<file path="config.mk">
export PLATFORM = sky130hd
export DESIGN_NAME = axi_sample_pusher
export DESIGN_NICKNAME = d
export VERILOG_FILES = /design/src/rtl/axi_sample_pusher.sv
export SDC_FILE = /design/constraint.sdc
export NUM_CORES = 1
export LEC_CHECK = 0
export CAP_MARGIN = 20
export CORE_MARGIN = 1
export CORE_UTILIZATION = 39
export CTS_BUF_LIST = sky130_fd_sc_hd__clkbuf_16
export CTS_CLUSTER_DIAMETER = 150
export DETAILED_ROUTE_END_ITERATION = 10
export PLACE_DENSITY = 0.68
export SYNTH_ARGS = -nofsm -noshare
export SYNTH_HDL_FRONTEND = slang
export SYNTH_SLANG_ARGS = --single-unit
</file>
<file path="constraint.sdc">
create_clock -name aclk -period 4.9 [get_ports aclk]
set_clock_uncertainty 0.2 [all_clocks]
set_input_delay 0.49 -clock aclk [delete_from_list [all_inputs] [get_ports aclk]]
set_output_delay 0.49 -clock aclk [all_outputs]
set_load 0.03 [all_outputs]
</file>
<file path="src/rtl/axi_sample_pusher.sv">
// Drains a 4-deep queue of PCM samples into an AXI-lite slave as single-beat writes,
// with issue pacing, a B-channel timeout and completion/timeout counters.
module axi_sample_pusher #(
  parameter logic [31:0] BaseAddr      = 32'h41a0_0000,
  parameter int unsigned PaceCycles    = 1,
  parameter int unsigned TimeoutCycles = 1023
) (
  input  logic        aclk,
  input  logic        areset,
  input  logic        s_valid,
  output logic        s_ready,
  input  logic [15:0] s_data,
  output logic        maxi_AWVALID,
  input  logic        maxi_AWREADY,
  output logic [31:0] maxi_AWADDR,
  output logic        maxi_WVALID,
  input  logic        maxi_WREADY,
  output logic [31:0] maxi_WDATA,
  input  logic        maxi_BVALID,
  output logic        maxi_BREADY,
  output logic        maxi_ARVALID,
  output logic        maxi_RREADY,
  output logic        busy,
  output logic [31:0] sent_count,
  output logic [15:0] timeout_count,
  output logic        timeout_pulse
);

  typedef enum logic [1:0] {IDLE, ADDR_DATA, RESP} state_e;

  localparam logic [15:0] PaceLoad   = 16'(PaceCycles - 1);
  localparam logic [31:0] TimerLast  = 32'(TimeoutCycles - 1);

  state_e      state_q, state_d;
  logic [15:0] mem_q [4];
  logic [1:0]  wr_ptr_q, wr_ptr_d;
  logic [1:0]  rd_ptr_q, rd_ptr_d;
  logic [2:0]  count_q, count_d;
  logic        awvalid_q, awvalid_d;
  logic        wvalid_q, wvalid_d;
  logic [15:0] hold_q, hold_d;
  logic [15:0] pace_q, pace_d;
  logic [31:0] timer_q, timer_d;
  logic [31:0] sent_q, sent_d;
  logic [15:0] tcount_q, tcount_d;
  logic        tpulse_q, tpulse_d;
  logic        push;
  logic        pop;

  // Ready depends only on registered occupancy, so a same-cycle pop never frees a slot.
  assign s_ready = (count_q != 3'd4);
  assign push    = s_valid && s_ready;

  always_comb begin
    state_d   = state_q;
    awvalid_d = awvalid_q;
    wvalid_d  = wvalid_q;
    hold_d    = hold_q;
    timer_d   = timer_q;
    sent_d    = sent_q;
    tcount_d  = tcount_q;
    tpulse_d  = 1'b0;
    pop       = 1'b0;
    pace_d    = (pace_q != 16'd0) ? pace_q - 16'd1 : pace_q;

    case (state_q)
      IDLE: begin
        if (count_q != 3'd0 && pace_q == 16'd0) begin
          pop       = 1'b1;
          state_d   = ADDR_DATA;
          awvalid_d = 1'b1;
          wvalid_d  = 1'b1;
          hold_d    = mem_q[rd_ptr_q];
          pace_d    = PaceLoad;
        end
      end
      ADDR_DATA: begin
        if (awvalid_q && maxi_AWREADY) awvalid_d = 1'b0;
        if (wvalid_q && maxi_WREADY)   wvalid_d  = 1'b0;
        // Each channel is done once its valid has dropped or is handshaking now.
        if ((!awvalid_q || maxi_AWREADY) && (!wvalid_q || maxi_WREADY)) begin
          state_d = RESP;
          timer_d = 32'd0;
        end
      end
      RESP: begin
        if (maxi_BVALID) begin
          sent_d  = sent_q + 32'd1;
          state_d = IDLE;
        end else if (timer_q == TimerLast) begin
          tpulse_d = 1'b1;
          if (tcount_q != 16'hFFFF) tcount_d = tcount_q + 16'd1;
          state_d = IDLE;
        end else begin
          timer_d = timer_q + 32'd1;
        end
      end
      default: state_d = IDLE;
    endcase

    wr_ptr_d = wr_ptr_q + 2'(push);
    rd_ptr_d = rd_ptr_q + 2'(pop);
    case ({push, pop})
      2'b10:   count_d = count_q + 3'd1;
      2'b01:   count_d = count_q - 3'd1;
      default: count_d = count_q;
    endcase
  end

  always_ff @(posedge aclk) begin
    if (areset) begin
      state_q   <= IDLE;
      wr_ptr_q  <= 2'd0;
      rd_ptr_q  <= 2'd0;
      count_q   <= 3'd0;
      awvalid_q <= 1'b0;
      wvalid_q  <= 1'b0;
      hold_q    <= 16'd0;
      pace_q    <= 16'd0;
      timer_q   <= 32'd0;
      sent_q    <= 32'd0;
      tcount_q  <= 16'd0;
      tpulse_q  <= 1'b0;
    end else begin
      state_q   <= state_d;
      wr_ptr_q  <= wr_ptr_d;
      rd_ptr_q  <= rd_ptr_d;
      count_q   <= count_d;
      awvalid_q <= awvalid_d;
      wvalid_q  <= wvalid_d;
      hold_q    <= hold_d;
      pace_q    <= pace_d;
      timer_q   <= timer_d;
      sent_q    <= sent_d;
      tcount_q  <= tcount_d;
      tpulse_q  <= tpulse_d;
    end
  end

  // Queue storage needs no reset; occupancy and pointers define validity.
  always_ff @(posedge aclk) begin
    if (push) mem_q[wr_ptr_q] <= s_data;
  end

  assign maxi_AWVALID  = awvalid_q;
  assign maxi_AWADDR   = BaseAddr;
  assign maxi_WVALID   = wvalid_q;
  assign maxi_WDATA    = {16'h0000, hold_q};
  assign maxi_BREADY   = (state_q == RESP);
  assign maxi_ARVALID  = 1'b0;
  assign maxi_RREADY   = 1'b1;
  assign busy          = (state_q != IDLE);
  assign sent_count    = sent_q;
  assign timeout_count = tcount_q;
  assign timeout_pulse = tpulse_q;

endmodule

</file>
==> results of run 1 <==
==> where the power goes <==
group	leakage, nW	switching (mW)	internal, mW
combinational	1.48	0.467	0.311
clock	0.287	0.689	0.689
sequential	1.59	0.0913	1.74
total	3.35	1.25	2.74
==> per-layer routing <==
metal	GRT usage (%)	up-vias	routed length, µm	share of wire [%]
li1	-	3176	-	-
met1	21.4	3009	8160	46
met2	26.8	169	8560	48
met3	4.12	14	932	5.2
met4	4.49	0	172	0.96
met5	0	-	0	0
==> layout make-up <==
cell class	count	area, µm²	share of cell area [%]
sequential	188	4400	43.4
multi-input combinational	608	3780	37.3
timing repair buffer	99	966	9.53
clock buffer	17	425	4.20
tap	275	344	3.39
clock inverter	15	165	1.63
inverter	14	52.6	0.518
==> stage by stage <==
step | cell area [µm²] | utilization (%)
5_1_grt | 10100 | 47.8
3_3_place_gp | 9540 | 45.0
2_1_floorplan | 8730 | -
3_5_place_dp | 9540 | 45.0
4_1_cts | 10100 | 47.7
6_report | 10100 | 47.8
==> cell families after synthesis <==
family	Yosys count	share of synthesized area [%]
flops	188	51.5
compound gates	122	8.30
simple gates	363	22.4
buf+inv	103	6.95
mux	24	5.18
xor+xnor	40	4.10
fa+ha+maj	9	1.41
other cells	2	0.0879
==> registers in the layout (all words and copies together), names as in the netlist <==
register	cells
timeout_count	16
wr_ptr_q	2
count_q	3
hold_q	16
mem_q	64
sent_count	32
maxi_WVALID	1
rd_ptr_q	2
maxi_AWVALID	1
state_q	2
pace_q	16
timeout_pulse	1
timer_q	32
==> worst paths after layout <==
kind,from,endpoint,slack (ns)
worst max-delay path,pace_q[0]$_SDFF_PP0_,count_q[2]$_SDFFE_PP0P_,1.30
worst min register to register,hold_q[12]$_SDFFE_PP0P_,hold_q[12]$_SDFFE_PP0P_,0.25
worst min-delay path,hold_q[12]$_SDFFE_PP0P_,hold_q[12]$_SDFFE_PP0P_,0.25
worst max register to register,pace_q[0]$_SDFF_PP0_,count_q[2]$_SDFFE_PP0P_,1.30
==> worst max-delay path: stages, from the launching register on <==
cell	delay, ns
dfxtp_1	0.34
inv_1	0.07
ha_1	0.18
nor4b_1	0.59
nand4_1	0.46
or2_2	0.60
inv_1	0.13
ha_1	0.20
fa_1	0.19
xnor2_1	0.07
or3_1	0.31
a21oi_1	0.15
==> placed cells by master (no fill, tap or decap), drive strengths merged, types with 4 or more instances in the layout <==
cell	netlist	routed
a211oi	5	5
a21oi	62	62
and2	4	4
and3	9	9
and4	7	7
buf	58	9
clkbuf	31	17
clkdlybuf4s50	0	90
clkinv	0	4
conb	2	50
dfxtp	124	124
edfxtp	64	64
ha	8	8
inv	14	24
mux2i	6	6
mux4	16	16
nand2	82	82
nand3	34	34
nand4	23	23
nor2	73	73
nor2b	6	6
nor3	17	17
nor3b	4	4
nor4	17	17
o211ai	8	8
o21ai	20	20
o31ai	21	21
or2	6	6
or3	32	32
or4	34	34
xnor2	15	15
xor2	25	25
==> results.sh, run 1 <==
export IMPL_status="completed"
export IMPL_dp_slack_ns=1.11
export IMPL_synth_edf_count=64
export IMPL_ant_nets=0
export IMPL_synthCells=851
export IMPL_ys_seq_area_share_pct=51.5
export IMPL_rsz0062_at_grt="false"
export IMPL_place_gp_congestion=0.829
export IMPL_arrival_ns=3.74
export IMPL_first_iter_violations=392
export IMPL_grt_max_degree=82
export IMPL_timing_final_max_slew_violations=0
export IMPL_cp_max_fo=18
export IMPL_drive_gt1_share_pct=7.55
export IMPL_die_w_um=150
export IMPL_dp_hpwl_um=11600
export IMPL_avgSynthCellArea_um2=10.0
export IMPL_synth_area_leader_cell="dfxtp_1"
export IMPL_synthTopCellsByArea="dfxtp_1, edfxtp_1, buf_4"
export IMPL_hp_class="flip-flop to flip-flop"
export IMPL_syn_area_um2=8550
export IMPL_worst_slew_pin_slew_ns=1.09
export IMPL_fin_ws_ns=1.30
export IMPL_first_pass_iters=5
export IMPL_hold_buffers=0
export IMPL_totalPowerFinal_mw=3.99
export IMPL_cts_repair_resized=0
export IMPL_fin_crit_sh_pct=73.4
export IMPL_p_leak_nw=3.35
export IMPL_synthArstFlopShare_pct=0
export IMPL_core_area_um2=21200
export IMPL_area_growth_pct=18.6
export IMPL_routed_wl_um=17800
export IMPL_nets=959
export IMPL_maxSlewHeadroom_pct=26.9
export IMPL_antenna_found_initial=0
export IMPL_cts_buffers=17
export IMPL_critical_path_class="flip-flop to flip-flop"
export IMPL_vias=6368
export IMPL_yosysWarningCount=0
export IMPL_portBuffers=91
export IMPL_synthTopCellsByCount="dfxtp_1, nand2_1, nor2_1, edfxtp_1, a21oi_1"
export IMPL_num_rows=53
export IMPL_ys_types=49
export IMPL_setup_worst_path_end_class="flip-flop"
export IMPL_finalSetupViolations=0
export IMPL_hold_depth=2
export IMPL_fmax_mhz=278
export IMPL_ys_seq_elements=188
export IMPL_io_pins=142
export IMPL_vias_per_cell=5.24
export IMPL_place_inst=1183
export IMPL_drc=0
export IMPL_power_per_cell_area_nw_per_um2=393
export IMPL_initial_utilization_pct=40.3
export IMPL_yosysMostFrequentCell="dfxtp_1"
export IMPL_critPathLaunchType="flip-flop"
export IMPL_final_cells=1216
export IMPL_reg2regPathDepth=11
export IMPL_hold_viol=0
export IMPL_track_usage_pct=16.4
export IMPL_fill_cells=1933
export IMPL_cts_path_max_buffers=2
export IMPL_cts_setup_buffers=0
export IMPL_grt_pass1_wl_um=29100
export IMPL_drv_cap=0
export IMPL_die_area_um2=22500
export IMPL_clk_latency_ns=0.44
export IMPL_synth_top_area_share_pct=29.0
export IMPL_numClockSinks=188
export IMPL_worstPathRequired_ns=5.05
export IMPL_finalCriticalPeriod_ns=3.60
export IMPL_cts_root_buffer="clkbuf_16"
export IMPL_synth_flop_cell="dfxtp_1"
export IMPL_clk_pin_slew_ns=0.08
export IMPL_grt_ovfl_total=0
export IMPL_drt_wirelength_per_cell_um=14.7
export IMPL_tns_ns=0
export IMPL_dieHeight_um=150
export IMPL_diodes=0
export IMPL_htree_levels=4
export IMPL_grt_pass1_vias=5868
export IMPL_hold_ws_ns=0.254
export IMPL_peakVddDrop_v=0.000243
export IMPL_tritoncts="done"
Power figures use the tool's default switching activity.
==> inputs of run 2 (changes only) <==
Settings changed: PLACE_DENSITY 0.68 to 0.7.
Clock period 4.9 ns to 2.9 ns, I/O delays scaled along.
==> run 2 against run 1 <==
  * First-iteration DRC count fell by 8.4%
  * Fmax rose by 33%
  * Clock-buffer cell count did not move
  * Worst hold slack got worse by 0.076 ns
  * Non-clock buffer count rose by 18
  * Combinational power rose by 77%
  * Wire length rose by 1.3%
  * Cell area rose by 1.9%
  * Flip-flop and latch count did not move
  * Critical endpoint is now timeout_count[7]$_SDFFE_PP0P_
  * Largest cell class unchanged
==> results.sh, run 2 (synthesized netlist as in run 1, its figures left out) <==
export IMPL_worstPathRequired_ns=3.02
export IMPL_ant_nets=0
export IMPL_reg2regPathDepth=6
export IMPL_finalCriticalPeriod_ns=2.69
export IMPL_initial_utilization_pct=40.3
export IMPL_track_usage_pct=16.6
export IMPL_dp_slack_ns=-0.124
export IMPL_tritoncts="done"
export IMPL_grt_pass1_vias=6082
export IMPL_first_iter_violations=359
export IMPL_dp_hpwl_um=12300
export IMPL_grt_max_degree=82
export IMPL_cts_buffers=17
export IMPL_largest_register_ffs=64
export IMPL_vias_per_cell=5.28
export IMPL_fin_crit_sh_pct=92.9
export IMPL_status="completed"
export IMPL_final_common_cell="dfxtp_1"
export IMPL_drive_gt1_share_pct=9.59
export IMPL_numClockSinks=188
export IMPL_worst_slew_pin_slew_ns=0.664
export IMPL_dieHeight_um=150
export IMPL_met1_length_um=8070
export IMPL_cts_root_buffer="clkbuf_16"
export IMPL_drv_cap=0
export IMPL_finalSetupViolations=0
export IMPL_maxSlewHeadroom_pct=55.6
export IMPL_place_inst=1202
export IMPL_drc=0
export IMPL_first_pass_iters=5
export IMPL_place_gp_congestion=0.793
export IMPL_rsz0062_at_grt="false"
export IMPL_peakVddDrop_v=0.000459
export IMPL_r2r_end="timeout_count[7]$_SDFFE_PP0P_"
export IMPL_hold_viol=0
export IMPL_area_growth_pct=20.8
export IMPL_fin_ws_ns=0.206
export IMPL_num_rows=53
export IMPL_crit_start="state_q[1]$_SDFFE_PP0P_"
export IMPL_die_w_um=150
export IMPL_vias=6515
export IMPL_reg2reg_slack_ns=0.21
export IMPL_wl_met2_um=8890
export IMPL_hp_class="input port to flip-flop"
export IMPL_wl_met3_um=844
export IMPL_power_per_cell_area_nw_per_um2=663
export IMPL_clk_pin_slew_ns=0.08
export IMPL_hold_ws_ns=0.177
export IMPL_diodes=0
export IMPL_antenna_found_initial=0
export IMPL_core_area_um2=21200
export IMPL_layout_common_cells="dfxtp_1, clkdlybuf4s50_1, nand2_1"
export IMPL_setup_worst_path_end_class="flip-flop"
export IMPL_portBuffers=91
export IMPL_io_pins=142
export IMPL_tns_ns=0
export IMPL_grt_pass1_wl_um=29700
export IMPL_fin_util_pct=48.7
export IMPL_r2r_start="state_q[1]$_SDFFE_PP0P_"
export IMPL_routed_wl_um=18100
export IMPL_final_cells=1234
export IMPL_htree_levels=4
export IMPL_critPathLaunchType="flip-flop"
export IMPL_clk_latency_ns=0.42
export IMPL_highest_layer="met4"
export IMPL_top_register="mem_q"
export IMPL_critical_path_class="flip-flop to flip-flop"
export IMPL_cts_path_max_buffers=2
export IMPL_cp_max_fo=28
export IMPL_drt_wirelength_per_cell_um=14.6
export IMPL_fmax_mhz=371
export IMPL_timing_final_max_slew_violations=0
export IMPL_die_area_um2=22500
export IMPL_grt_ovfl_total=0
export IMPL_nets=977
export IMPL_crit_end="timeout_count[7]$_SDFFE_PP0P_"
export IMPL_p_leak_nw=3.47
export IMPL_arrival_ns=2.81
[run 2: worst min path at each step]
stage / start / to / depth (start not counted)
after floorplan: maxi_AWREADY / maxi_AWVALID$_SDFFE_PP0P_ / 1
after global placement: hold_q[10]$_SDFFE_PP0P_ / hold_q[10]$_SDFFE_PP0P_ / 2
after detailed placement: hold_q[11]$_SDFFE_PP0P_ / hold_q[11]$_SDFFE_PP0P_ / 2
after CTS: areset / sent_count[25]$_SDFFE_PP0P_ / 4
after global routing: areset / sent_count[19]$_SDFFE_PP0P_ / 3
final: areset / sent_count[25]$_SDFFE_PP0P_ / 4
[run 2: metrics by stage]
step	power, mW	instance area (µm²)
6_report	6.84	10300
3_3_place_gp	4.49	9700
2_1_floorplan	4.19	8760
5_1_grt	7.18	10300
4_1_cts	6.92	10300
3_5_place_dp	4.53	9700
[run 2: final cells by class]
cell class                 instances  area (µm²)
clock buffer                      17         425
clock inverter                    15         188
inverter                          14        52.6
multi-input combinational        608        3790
sequential                       188        4400
tap                              275         344
timing repair buffer             117        1130
fill                            1940       10900
[run 2: timing repair]
action,4_1_cts,5_1_grt
hold buffers,0,0
resized for setup,0,2
setup endpoints to repair,0,14
setup buffers,0,0
[run 2: routing by layer]
layer / track usage (%) / up-vias
met5: 0 / -
met4: 5.30 / 0
met3: 2.93 / 19
met2: 28.0 / 192
met1: 21.4 / 3101
li1: - / 3203
[run 2: worst max-delay path, stage by stage, from the launching register on]
cell and delay [ns]:
dfxtp_1 0.40, or3b_1 0.40, or3_4 0.40, or3_1 0.36
buf_12 0.18, nor4_1 0.30, mux2_2 0.36
[run 2: where the power goes]
| part | switching (mW) | internal, mW | total, mW |
|---|---|---|---|
| Combinational | 0.808 | 0.571 | 1.38 |
| Clock | 1.12 | 1.25 | 2.37 |
| Sequential | 0.154 | 2.94 | 3.09 |
